**src/rtl/spi_adc_reader_pkg.sv**
```systemverilog
// Shared types and default frame geometry for the serial ADC reader.
package adc_pkg;

  typedef enum logic [2:0] {
    IDLE  = 3'd0,
    SETUP = 3'd1,
    SHIFT = 3'd2,
    HOLD  = 3'd3,
    QUIET = 3'd4
  } adc_state_t;

  localparam int LEAD_BITS  = 4;
  localparam int ADC_BITS   = 12;
  localparam int FRAME_BITS = LEAD_BITS + ADC_BITS;

endpackage

```
**src/rtl/spi_adc_reader_if.sv**
```systemverilog
// SPI pins plus the sample stream that feeds the capture shift register.
interface spi_adc_if #(
  parameter int OUT_BITS = 10
);
  import adc_pkg::*;

  logic                i_enable;
  logic                i_miso;
  logic                o_cs_n;
  logic                o_sclk;
  logic [OUT_BITS-1:0] o_out;
  logic                o_valid;
  logic                o_lead_err;
  logic                o_busy;

  modport master (
    input  i_enable, i_miso,
    output o_cs_n, o_sclk, o_out, o_valid, o_lead_err, o_busy
  );

  modport slave (
    output i_enable, i_miso,
    input  o_cs_n, o_sclk, o_out, o_valid, o_lead_err, o_busy
  );

endinterface

```
**src/rtl/spi_adc_reader_tick_gen.sv**
```systemverilog
// SCLK generator: registered level idling high, with strobes one cycle ahead of each edge.
module spi_tick_gen #(
  parameter int CLK_DIV = 3
) (
  input  logic i_clk,
  input  logic i_clear,
  output logic o_rise,
  output logic o_fall,
  output logic o_sclk
);

  localparam int CW = (CLK_DIV > 1) ? $clog2(CLK_DIV) : 1;

  logic [CW-1:0] cnt;
  logic          at_end;

  // Strobes are not gated by i_clear so the parent can derive i_clear from them.
  assign at_end = (cnt == CW'(CLK_DIV - 1));
  assign o_rise = at_end & ~o_sclk;
  assign o_fall = at_end & o_sclk;

  always_ff @(posedge i_clk) begin
    if (i_clear) begin
      cnt    <= '0;
      o_sclk <= 1'b1;
    end else if (at_end) begin
      cnt    <= '0;
      o_sclk <= ~o_sclk;
    end else begin
      cnt    <= cnt + CW'(1);
    end
  end

endmodule

```
**src/rtl/spi_adc_reader.sv**
```systemverilog
// SPI master / deserializer for an AD7476A-style 12-bit ADC; one truncated sample per frame.
module spi_adc_reader #(
  parameter int CLK_DIV      = 3,
  parameter int QUIET_CYCLES = 5,
  parameter int LEAD_BITS    = adc_pkg::LEAD_BITS,
  parameter int ADC_BITS     = adc_pkg::ADC_BITS,
  parameter int OUT_BITS     = 10
) (
  input logic        i_clk,
  input logic        i_rst,
  spi_adc_if.master  bus
);
  import adc_pkg::*;

  localparam int FRM_BITS = LEAD_BITS + ADC_BITS;
  localparam int BCW      = $clog2(FRM_BITS);
  localparam int PMAX     = (CLK_DIV > QUIET_CYCLES) ? CLK_DIV : QUIET_CYCLES;
  localparam int PCW      = (PMAX > 1) ? $clog2(PMAX) : 1;

  adc_state_t          state, state_nx;
  logic [FRM_BITS-1:0] shreg;
  logic [BCW-1:0]      bit_cnt;
  logic [PCW-1:0]      phase_cnt;
  logic                tick_clear, rise, fall, sclk_q;
  logic                run_now, run_nx;

  function automatic logic [OUT_BITS-1:0] sample_of(input logic [FRM_BITS-1:0] f);
    return f[ADC_BITS-1 -: OUT_BITS];
  endfunction

  function automatic logic lead_of(input logic [FRM_BITS-1:0] f);
    return |f[FRM_BITS-1:ADC_BITS];
  endfunction

  always_comb begin
    state_nx = state;
    case (state)
      IDLE:    if (bus.i_enable) state_nx = SETUP;
      SETUP:   if (fall) state_nx = SHIFT;
      SHIFT:   if (fall && bit_cnt == BCW'(FRM_BITS - 1)) state_nx = HOLD;
      HOLD:    if (phase_cnt == '0) state_nx = QUIET;
      QUIET:   if (phase_cnt == '0) state_nx = IDLE;
      default: state_nx = IDLE;
    endcase
  end

  // SETUP's length is the first SCLK high half; leaving SHIFT clears the
  // generator before its final fall can reach the pin.
  assign run_now    = (state == SETUP) || (state == SHIFT);
  assign run_nx     = (state_nx == SETUP) || (state_nx == SHIFT);
  assign tick_clear = i_rst | ~run_now | ~run_nx;

  spi_tick_gen #(.CLK_DIV(CLK_DIV)) u_tick (
    .i_clk   (i_clk),
    .i_clear (tick_clear),
    .o_rise  (rise),
    .o_fall  (fall),
    .o_sclk  (sclk_q)
  );

  assign bus.o_sclk = sclk_q;

  always_ff @(posedge i_clk) begin
    if (i_rst) begin
      state          <= IDLE;
      bus.o_cs_n     <= 1'b1;
      bus.o_busy     <= 1'b0;
      bus.o_valid    <= 1'b0;
      bus.o_out      <= '0;
      bus.o_lead_err <= 1'b0;
      shreg          <= '0;
      bit_cnt        <= '0;
      phase_cnt      <= '0;
    end else begin
      state       <= state_nx;
      bus.o_cs_n  <= !(state_nx inside {SETUP, SHIFT, HOLD});
      bus.o_busy  <= (state_nx != IDLE);
      bus.o_valid <= 1'b0;

      if (state == SHIFT && rise) shreg <= {shreg[FRM_BITS-2:0], bus.i_miso};

      if (state != SHIFT)  bit_cnt <= '0;
      else if (fall)       bit_cnt <= bit_cnt + BCW'(1);

      if (state_nx != state) begin
        case (state_nx)
          HOLD:    phase_cnt <= PCW'(CLK_DIV - 1);
          QUIET:   phase_cnt <= PCW'(QUIET_CYCLES - 1);
          default: phase_cnt <= '0;
        endcase
      end else if (phase_cnt != '0) begin
        phase_cnt <= phase_cnt - PCW'(1);
      end

      // Sample is published even when the leading bits were corrupt.
      if (state == HOLD && state_nx == QUIET) begin
        bus.o_out      <= sample_of(shreg);
        bus.o_lead_err <= lead_of(shreg);
        bus.o_valid    <= 1'b1;
      end
    end
  end

endmodule

```
**src/flat_wrapper.sv**
```systemverilog
// flat-port wrapper written by rule: the top's interface ports become plain ports
module spi_adc_reader_flat import adc_pkg::*;
#(
  parameter int CLK_DIV      = 3,
  parameter int QUIET_CYCLES = 5,
  parameter int LEAD_BITS    = adc_pkg::LEAD_BITS,
  parameter int ADC_BITS     = adc_pkg::ADC_BITS,
  parameter int OUT_BITS     = 10
)
  (i_clk, i_rst, bus_i_enable, bus_i_miso, bus_o_cs_n, bus_o_sclk, bus_o_out, bus_o_valid, bus_o_lead_err, bus_o_busy);
  spi_adc_if #(.OUT_BITS(OUT_BITS)) bus_i ();
  input logic i_clk;
  input logic i_rst;
  input wire logic [$bits(bus_i.i_enable)-1:0] bus_i_enable;
  input wire logic [$bits(bus_i.i_miso)-1:0] bus_i_miso;
  output wire logic [$bits(bus_i.o_cs_n)-1:0] bus_o_cs_n;
  output wire logic [$bits(bus_i.o_sclk)-1:0] bus_o_sclk;
  output wire logic [$bits(bus_i.o_out)-1:0] bus_o_out;
  output wire logic [$bits(bus_i.o_valid)-1:0] bus_o_valid;
  output wire logic [$bits(bus_i.o_lead_err)-1:0] bus_o_lead_err;
  output wire logic [$bits(bus_i.o_busy)-1:0] bus_o_busy;
  assign bus_i.i_enable = bus_i_enable;
  assign bus_i.i_miso = bus_i_miso;
  assign bus_o_cs_n = bus_i.o_cs_n;
  assign bus_o_sclk = bus_i.o_sclk;
  assign bus_o_out = bus_i.o_out;
  assign bus_o_valid = bus_i.o_valid;
  assign bus_o_lead_err = bus_i.o_lead_err;
  assign bus_o_busy = bus_i.o_busy;
  spi_adc_reader #(.CLK_DIV(CLK_DIV), .QUIET_CYCLES(QUIET_CYCLES), .LEAD_BITS(LEAD_BITS), .ADC_BITS(ADC_BITS), .OUT_BITS(OUT_BITS)) u_core (.i_clk(i_clk), .i_rst(i_rst), .bus(bus_i));
endmodule
```
**config.mk**
```make
export PLATFORM = sky130hd
export DESIGN_NAME = spi_adc_reader_flat
export DESIGN_NICKNAME = d
export VERILOG_FILES = /design/src/rtl/spi_adc_reader_pkg.sv /design/src/rtl/spi_adc_reader_if.sv /design/src/rtl/spi_adc_reader_tick_gen.sv /design/src/rtl/spi_adc_reader.sv /design/src/flat_wrapper.sv
export SDC_FILE = /design/constraint.sdc
export NUM_CORES = 1
export LEC_CHECK = 0
export ABC_AREA = 1
export BUFFER_PORTS_ARGS = -buffer_cell sky130_fd_sc_hd__buf_2
export CAP_MARGIN = 10
export CORE_MARGIN = 1
export CORE_UTILIZATION = 55
export CTS_CLUSTER_SIZE = 16
export DETAILED_ROUTE_END_ITERATION = 8
export GPL_TIMING_DRIVEN = 0
export MAX_ROUTING_LAYER = met4
export PLACE_DENSITY = 0.75
export SYNTH_ARGS = -nofsm -noshare
export SYNTH_HDL_FRONTEND = slang
export SYNTH_SLANG_ARGS = --single-unit
```
**constraint.sdc**
```tcl
create_clock -name i_clk -period 2.65 [get_ports i_clk]
set_clock_uncertainty 0.1 [all_clocks]
set_input_delay 0.1325 -clock i_clk [delete_from_list [all_inputs] [get_ports i_clk]]
set_output_delay 0.1325 -clock i_clk [all_outputs]
set_load 0.02 [all_outputs]
```
### Word-level counts from Yosys, hierarchy flattened

Cells that the tools add are included.

* register bits after elaboration: 43
* latch bits: 0
* bits in writable memories: 0
* bits in read-only memories: 0
* bits of input ports: 4
* output and inout bits: 15
* word-level logic and storage cells: 58
* memories: 0

* add/sub/neg operators: 3
* multipliers: 0
* div/mod/pow operators: 0
* magnitude comparators: 0
* equality and inequality tests: 12
* shift-type cells: 0
* mux-type cells: 10
* bitwise operators: 7
* reductions and logical operators: 15

Operator list (count)
* 3-bit 2-to-1 mux: 7
* 3-bit one-hot mux with 5 select lines: 1
* 3-bit by 2-bit equality test with 1-bit output (second input constant): 4
* 3-bit nonzero test: 3
* 3-bit by 1-bit equality test with 1-bit output (second input constant): 2
* 3-bit equality test (second input constant): 2
* 3-bit zero test: 2
* 3-bit one-hot mux with 2 select lines: 1
* 4-bit by 1-bit adder with 4-bit output (second input constant): 1
* 4-bit equality test (second input constant): 1
* 2-bit OR reduction: 2
* 4-bit OR reduction: 1
* 1-bit logical AND: 3
* 3-bit by 2-bit != test with 1-bit output (second input constant): 1
* 3-bit != test: 1
* 1-bit inverter: 3
* 3-bit by 1-bit subtractor with 3-bit output (second input constant): 1
* 2-bit by 1-bit adder with 2-bit output (second input constant): 1
* 1-bit bitwise AND: 2
* 2-bit equality test (second input constant): 1
* 1-bit logical OR: 2
* 1-bit OR: 2
* 2-bit nonzero test: 1
* 1-bit zero test: 1
* 1-bit 2-to-1 mux: 1

### Logic depth before layout (Yosys ltp)

* depth in word-level cells: 10
* mapped depth: 13
* depth with buffers taken out: 13

### Cells and area by module

A second synthesis with hierarchy kept.

* cells, all modules: 226
* area total of the unflattened synthesis: 1795.5 um^2

By module, submodules not included
* spi_adc_reader: times used 1, cells each 210, area each 1674.1 um^2
* spi_tick_gen: times used 1, cells each 16, area each 121.4 um^2

### Worst setup path before layout

No wires, ideal clock.

* path type: register -> register
* start point: reg u_core.phase_cnt[0]
* end point: reg u_core.phase_cnt[1]
* data arrival time: 1.515 ns
* required time: 2.484 ns
* path slack: 0.969 ns
* cell stages (with the launch flop): 13
* path buffers: 0
* period minus slack after synthesis: 1.681 ns
* cell sequence: dfxtp_1 > inv_1 > ha_1 > ha_1 > inv_2 > nand3_1 > a21oi_1 > nand2_1 > inv_1 > nand2_2 > nand2_1 > nand2_1 > a21oi_2

* word-level cells in the longest chain between the ends: 6
* elaborated cells between the ends (all ways): 13

Ends and longest elaborated chain
* start, declared: line spi_adc_reader.sv:23 `logic [PCW-1:0] phase_cnt;`
* start signal, assigned: line spi_adc_reader.sv:87 `HOLD: phase_cnt <= PCW'(CLK_DIV - 1);`
* start signal, assigned: line spi_adc_reader.sv:88 `QUIET: phase_cnt <= PCW'(QUIET_CYCLES - 1);`
* start signal, assigned: line spi_adc_reader.sv:92 `phase_cnt <= phase_cnt - PCW'(1);`
* 3-bit zero test: line spi_adc_reader.sv:41, spi_adc_reader.sv:42
* 3-bit 2-to-1 mux, on equally long branches: line spi_adc_reader.sv:42, spi_adc_reader.sv:41
* 3-bit one-hot mux with 5 select lines: line spi_adc_reader.sv:37 `case (state)`
* 3-bit equality test / 3-bit by 2-bit equality test with 1-bit output (equally long branches): line spi_adc_reader.sv:86 `case (state_nx)`
* 3-bit one-hot mux with 2 select lines: line spi_adc_reader.sv:86
* 3-bit 2-to-1 mux: line spi_adc_reader.sv:85 `if (state_nx != state) begin`

Parallel ways exist; a longest one is shown, timed or not. The select of a mux whose other input is x is not followed.
A chain may end at the register's enable or synchronous reset.

### Final worst setup path

* start point: reg u_core.phase_cnt[0]
* end point: reg u_core.bus.o_out[1]

* word-level cells in the longest chain between the ends: 5
* elaborated cells between the ends (all ways): 6

Ends and longest elaborated chain
* 3-bit zero test (*): line spi_adc_reader.sv:41, spi_adc_reader.sv:42
* 3-bit 2-to-1 mux, on equally long branches: line spi_adc_reader.sv:42, spi_adc_reader.sv:41
* 3-bit one-hot mux with 5 select lines (*): line spi_adc_reader.sv:37
* 3-bit equality test (*): line spi_adc_reader.sv:96 `if (state == HOLD && state_nx == QUIET) begin`
* 1-bit logical AND (*): line spi_adc_reader.sv:96
* end signal, assigned: line spi_adc_reader.sv:97 `bus.o_out <= sample_of(shreg);`
* end, declared: line spi_adc_reader_if.sv:18 `output o_cs_n, o_sclk, o_out, o_valid, o_lead_err, o_busy`

Every way passes the cells marked *; elsewhere a longest branch is shown, timed or not.

==> flow_metrics.tcl <==
set metrics [dict create \
    max_stage_delay_ns 0.33 \
    crit_arrival_ns 2.17 \
    cp-startpoint "u_core.phase_cnt[0]" \
    worst-path-buf-inv 4 \
    pwr-share-seq_pct 54.5 \
    port_buffers 17 \
    rsz0062_at_grt "false" \
    clock_sinks 43 \
    grt.overflow.total 0 \
    crit_slowest_cell "dfxtp_1" \
    die_h_um 59.1 \
    fin_crit_ns 2.01 \
    power_frac_comb_pct 10.0 \
    status "completed" \
    rows 20 \
    synth_top_area_share_pct 48.0 \
    grt_first_pass_wirelength_um 5960 \
    vias 1503 \
    max_slew_margin_pct 69.9 \
    antenna_cells 0 \
    core_region_area_um2 3080 \
    crit_path_end_kind "flip-flop" \
    post_drt_via_cell_ratio 5.06 \
    dr.pass1.iters 4 \
    grt_pass1_vias 1400 \
    maxSlewViolCount 0 \
    power_density_nw_per_um2 598 \
    worstPathMaxFanout 10 \
    postRouteWirelength_um 3350 \
    dpl_cell_area_um2 1930 \
    clkSlewWorstSetupHoldPaths_ns 0.12 \
    drc 0 \
    p_sw_share_pct 23.9 \
    crit_top_cell "nor2_1" \
    final_cell_area_um2 2040 \
    synth_edf_count 0 \
    final_cells 297 \
    vdd_drop_max_v 0.000499 \
    worstReg2RegEnd "u_core.bus.o_out[1]" \
    p_clk_share_pct 35.5 \
    clk_path_buf_depth 2 \
    final-setup-viol-count 0 \
    fin_util_pct 66.3 \
    syn_nets 234 \
    grt_util_all_layers_pct 23.2 \
    dp_cells 287 \
    wl_per_cell_um 11.3 \
    root_buffer "clkbuf_4" \
    final_net_count 260 \
    cts_tree "yes" \
    post-synth-top-count-cell "nor2_1" \
    die-area_um2 3490 \
    cts-htree-levels 2 \
    critical_path_class "reg -> reg" \
    grt_start_max_net_pins 14 \
    area_delta_synth_final_pct 13.7 \
    initialDrtViolationCount 59 \
    dpl.hpwl_um 2390 \
    max_freq_ghz 0.498 \
    netlist_instances 226 \
    worstMarginPinSlew_ns 0.452 \
    p_leak_nw 0.950 \
    place.gp.congestion 0.808 \
    timing.rr.start "u_core.phase_cnt[0]" \
    r2r_cells 9 \
    ant_nets 0 \
    synthTopCellsByCount "55 x nor2_1, 43 x dfxtp_1, 21 x o21ai_0" \
    rrSetupSlack_ns 0.64 \
    cap_violations 0 \
    pin_count 19 \
    numCtsBuffers 5 \
    antenna_found_initial 0 \
    crit_path_end "u_core.bus.o_out[1]" \
    postSynthAreaPerCell_um2 7.94 \
    fin_ws_ns 0.641 \
    hp-class "in -> reg" \
    async_flop_share_pct 0 \
    p_int_w 0.000929 \
    period_share_pct 75.8 \
    timing.setup.tns_ns 0 \
    synth_area_leaders "dfxtp_1 48%, nor2_1 12%, o21ai_0 5.9%" \
    worstPathRequired_ns 2.81 \
    clock_latency_ns 0.35 \
    path_cells "inv_1 -> ha_1 -> ha_1 -> inv_2 -> nor2_1 -> inv_1 -> clkbuf_1 -> nor2_1 -> nor2_1" \
    synth-seq-cells 43 \
    switchingPower_w 0.000291 \
    place_ws_ns 0.640 \
    cp-start-kind "flip-flop" \
    ys_seq_area_share_pct 48.0 \
    layout-drive-gt1-share_pct 21.3 \
    synthFlopType "dfxtp_1" \
    hold_viol_final 0 \
    yosys.area.top_type "dfxtp_1" \
    die_x_um 59.1 \
    yosysUniqueCellTypes 31 \
    yosys_warnings 0 \
    synth.cell_area_um2 1790 \
    start_util_pct 58.3 \
    path_depth 9 \
    critPathTopFamily "buffers and inverters" \
]
## state kept, by name, summed over array words and instances (netlist names)
register,count
u_core.phase_cnt,3
u_core.u_tick.o_sclk,1
u_core.bus.o_cs_n,1
u_core.bus.o_lead_err,1
u_core.shreg,16
u_core.bus.o_out,10
u_core.u_tick.cnt,2
u_core.bus.o_valid,1
u_core.bus.o_busy,1
u_core.bit_cnt,4
u_core.state,3
## cells by family (layout without fill, tap and decap cells)
kind of cell / count (synthesis) / in the layout / share of synthesized area (%)
AOI/OAI and AO/OA: 43 / 43 / 13.2
DFF: 43 / 43 / 48.0
buffers and inverters: 31 / 58 / 7.81
adders and majority gates: 4 / 4 / 2.79
and+or+nand+nor: 105 / 105 / 28.2
## power groups by stage
stage	registers, W	logic (W)	clock network, W
floorplan	0.000682	0.0000937	0
global placement	0.000679	0.000116	0
detailed placement	0.000679	0.000119	0
CTS	0.000665	0.000122	0.000442
global route	0.000667	0.000136	0.000478
finish	0.000665	0.000122	0.000433
## per-layer routing
metal	vias to the layer above	track usage [%]	routed length, um
met5	-	-	0
met4	0	5.78	34
met3	5	7.21	129
met2	30	38.6	1590
met1	685	27.3	1590
li1	783	-	-
## area by class of cell
cell class,instances,area (um^2)
fillers,291,1040
flip-flops and latches,43,861
multi-input cells,152,793
repair buffers,19,105
inverters,23,93.8
well taps,44,55.1
clock buffers,6,51.3
plain buffers,8,46.3
clock inverters,2,35.0
## layout by cell type, fill, tap and decap left out, types with 2 or more instances in the layout
cell / Yosys / layout
nor2_1: 55 / 55
dfxtp_1: 43 / 43
o21ai_0: 21 / 21
inv_1: 18 / 18
buf_2: 1 / 18
nand2_1: 17 / 17
a21oi_1: 10 / 10
o21ai_1: 7 / 7
nand3_1: 7 / 7
nand2_2: 6 / 6
clkbuf_4: 0 / 5
clkbuf_1: 4 / 4
nand4_1: 4 / 4
ha_1: 4 / 4
inv_2: 3 / 3
nor2_2: 3 / 3
nor2_4: 3 / 3
nand3_2: 2 / 2
buf_6: 2 / 2
or2_2: 2 / 2
a21oi_2: 2 / 2
nor3b_1: 2 / 2
dlygate4sd3_1: 0 / 2
## stage by stage
stage,hold slack (ns),total power (W)
finish,0.107,0.00122
global route,0.116,0.00128
CTS,0.0923,0.00123
detailed placement,0.266,0.000798
global placement,0.262,0.000795
floorplan,0.167,0.000775
## how the worst min path moves through the flow
stage	startpoint	endpoint	slack [ns]	cells past startpoint
4_1_cts	bus_i_enable	u_core.state[0]	0.09	5
3_5_place_dp	bus_i_miso	u_core.shreg[0]	0.27	3
6_report	bus_i_enable	u_core.state[0]	0.11	5
3_3_place_gp	bus_i_miso	u_core.shreg[0]	0.26	3
2_1_floorplan	bus_i_miso	u_core.shreg[0]	0.17	2
5_1_grt	bus_i_enable	u_core.state[0]	0.12	5
## worst min-delay path, cell delays in order
cell and delay [ns]:
buf_2 0.08, nand3_1 0.08, nand2_2 0.09, nor2_4 0.04
a21oi_1 0.10
## repair_timing
action                                  4_1_cts  5_1_grt
setup buffers                                 0        0
endpoints found under the hold margin         7        0
endpoints found under the setup margin        0        0
resized for setup                             0        0
hold buffers                                  2        0
(Power assumes the default switching activity.)
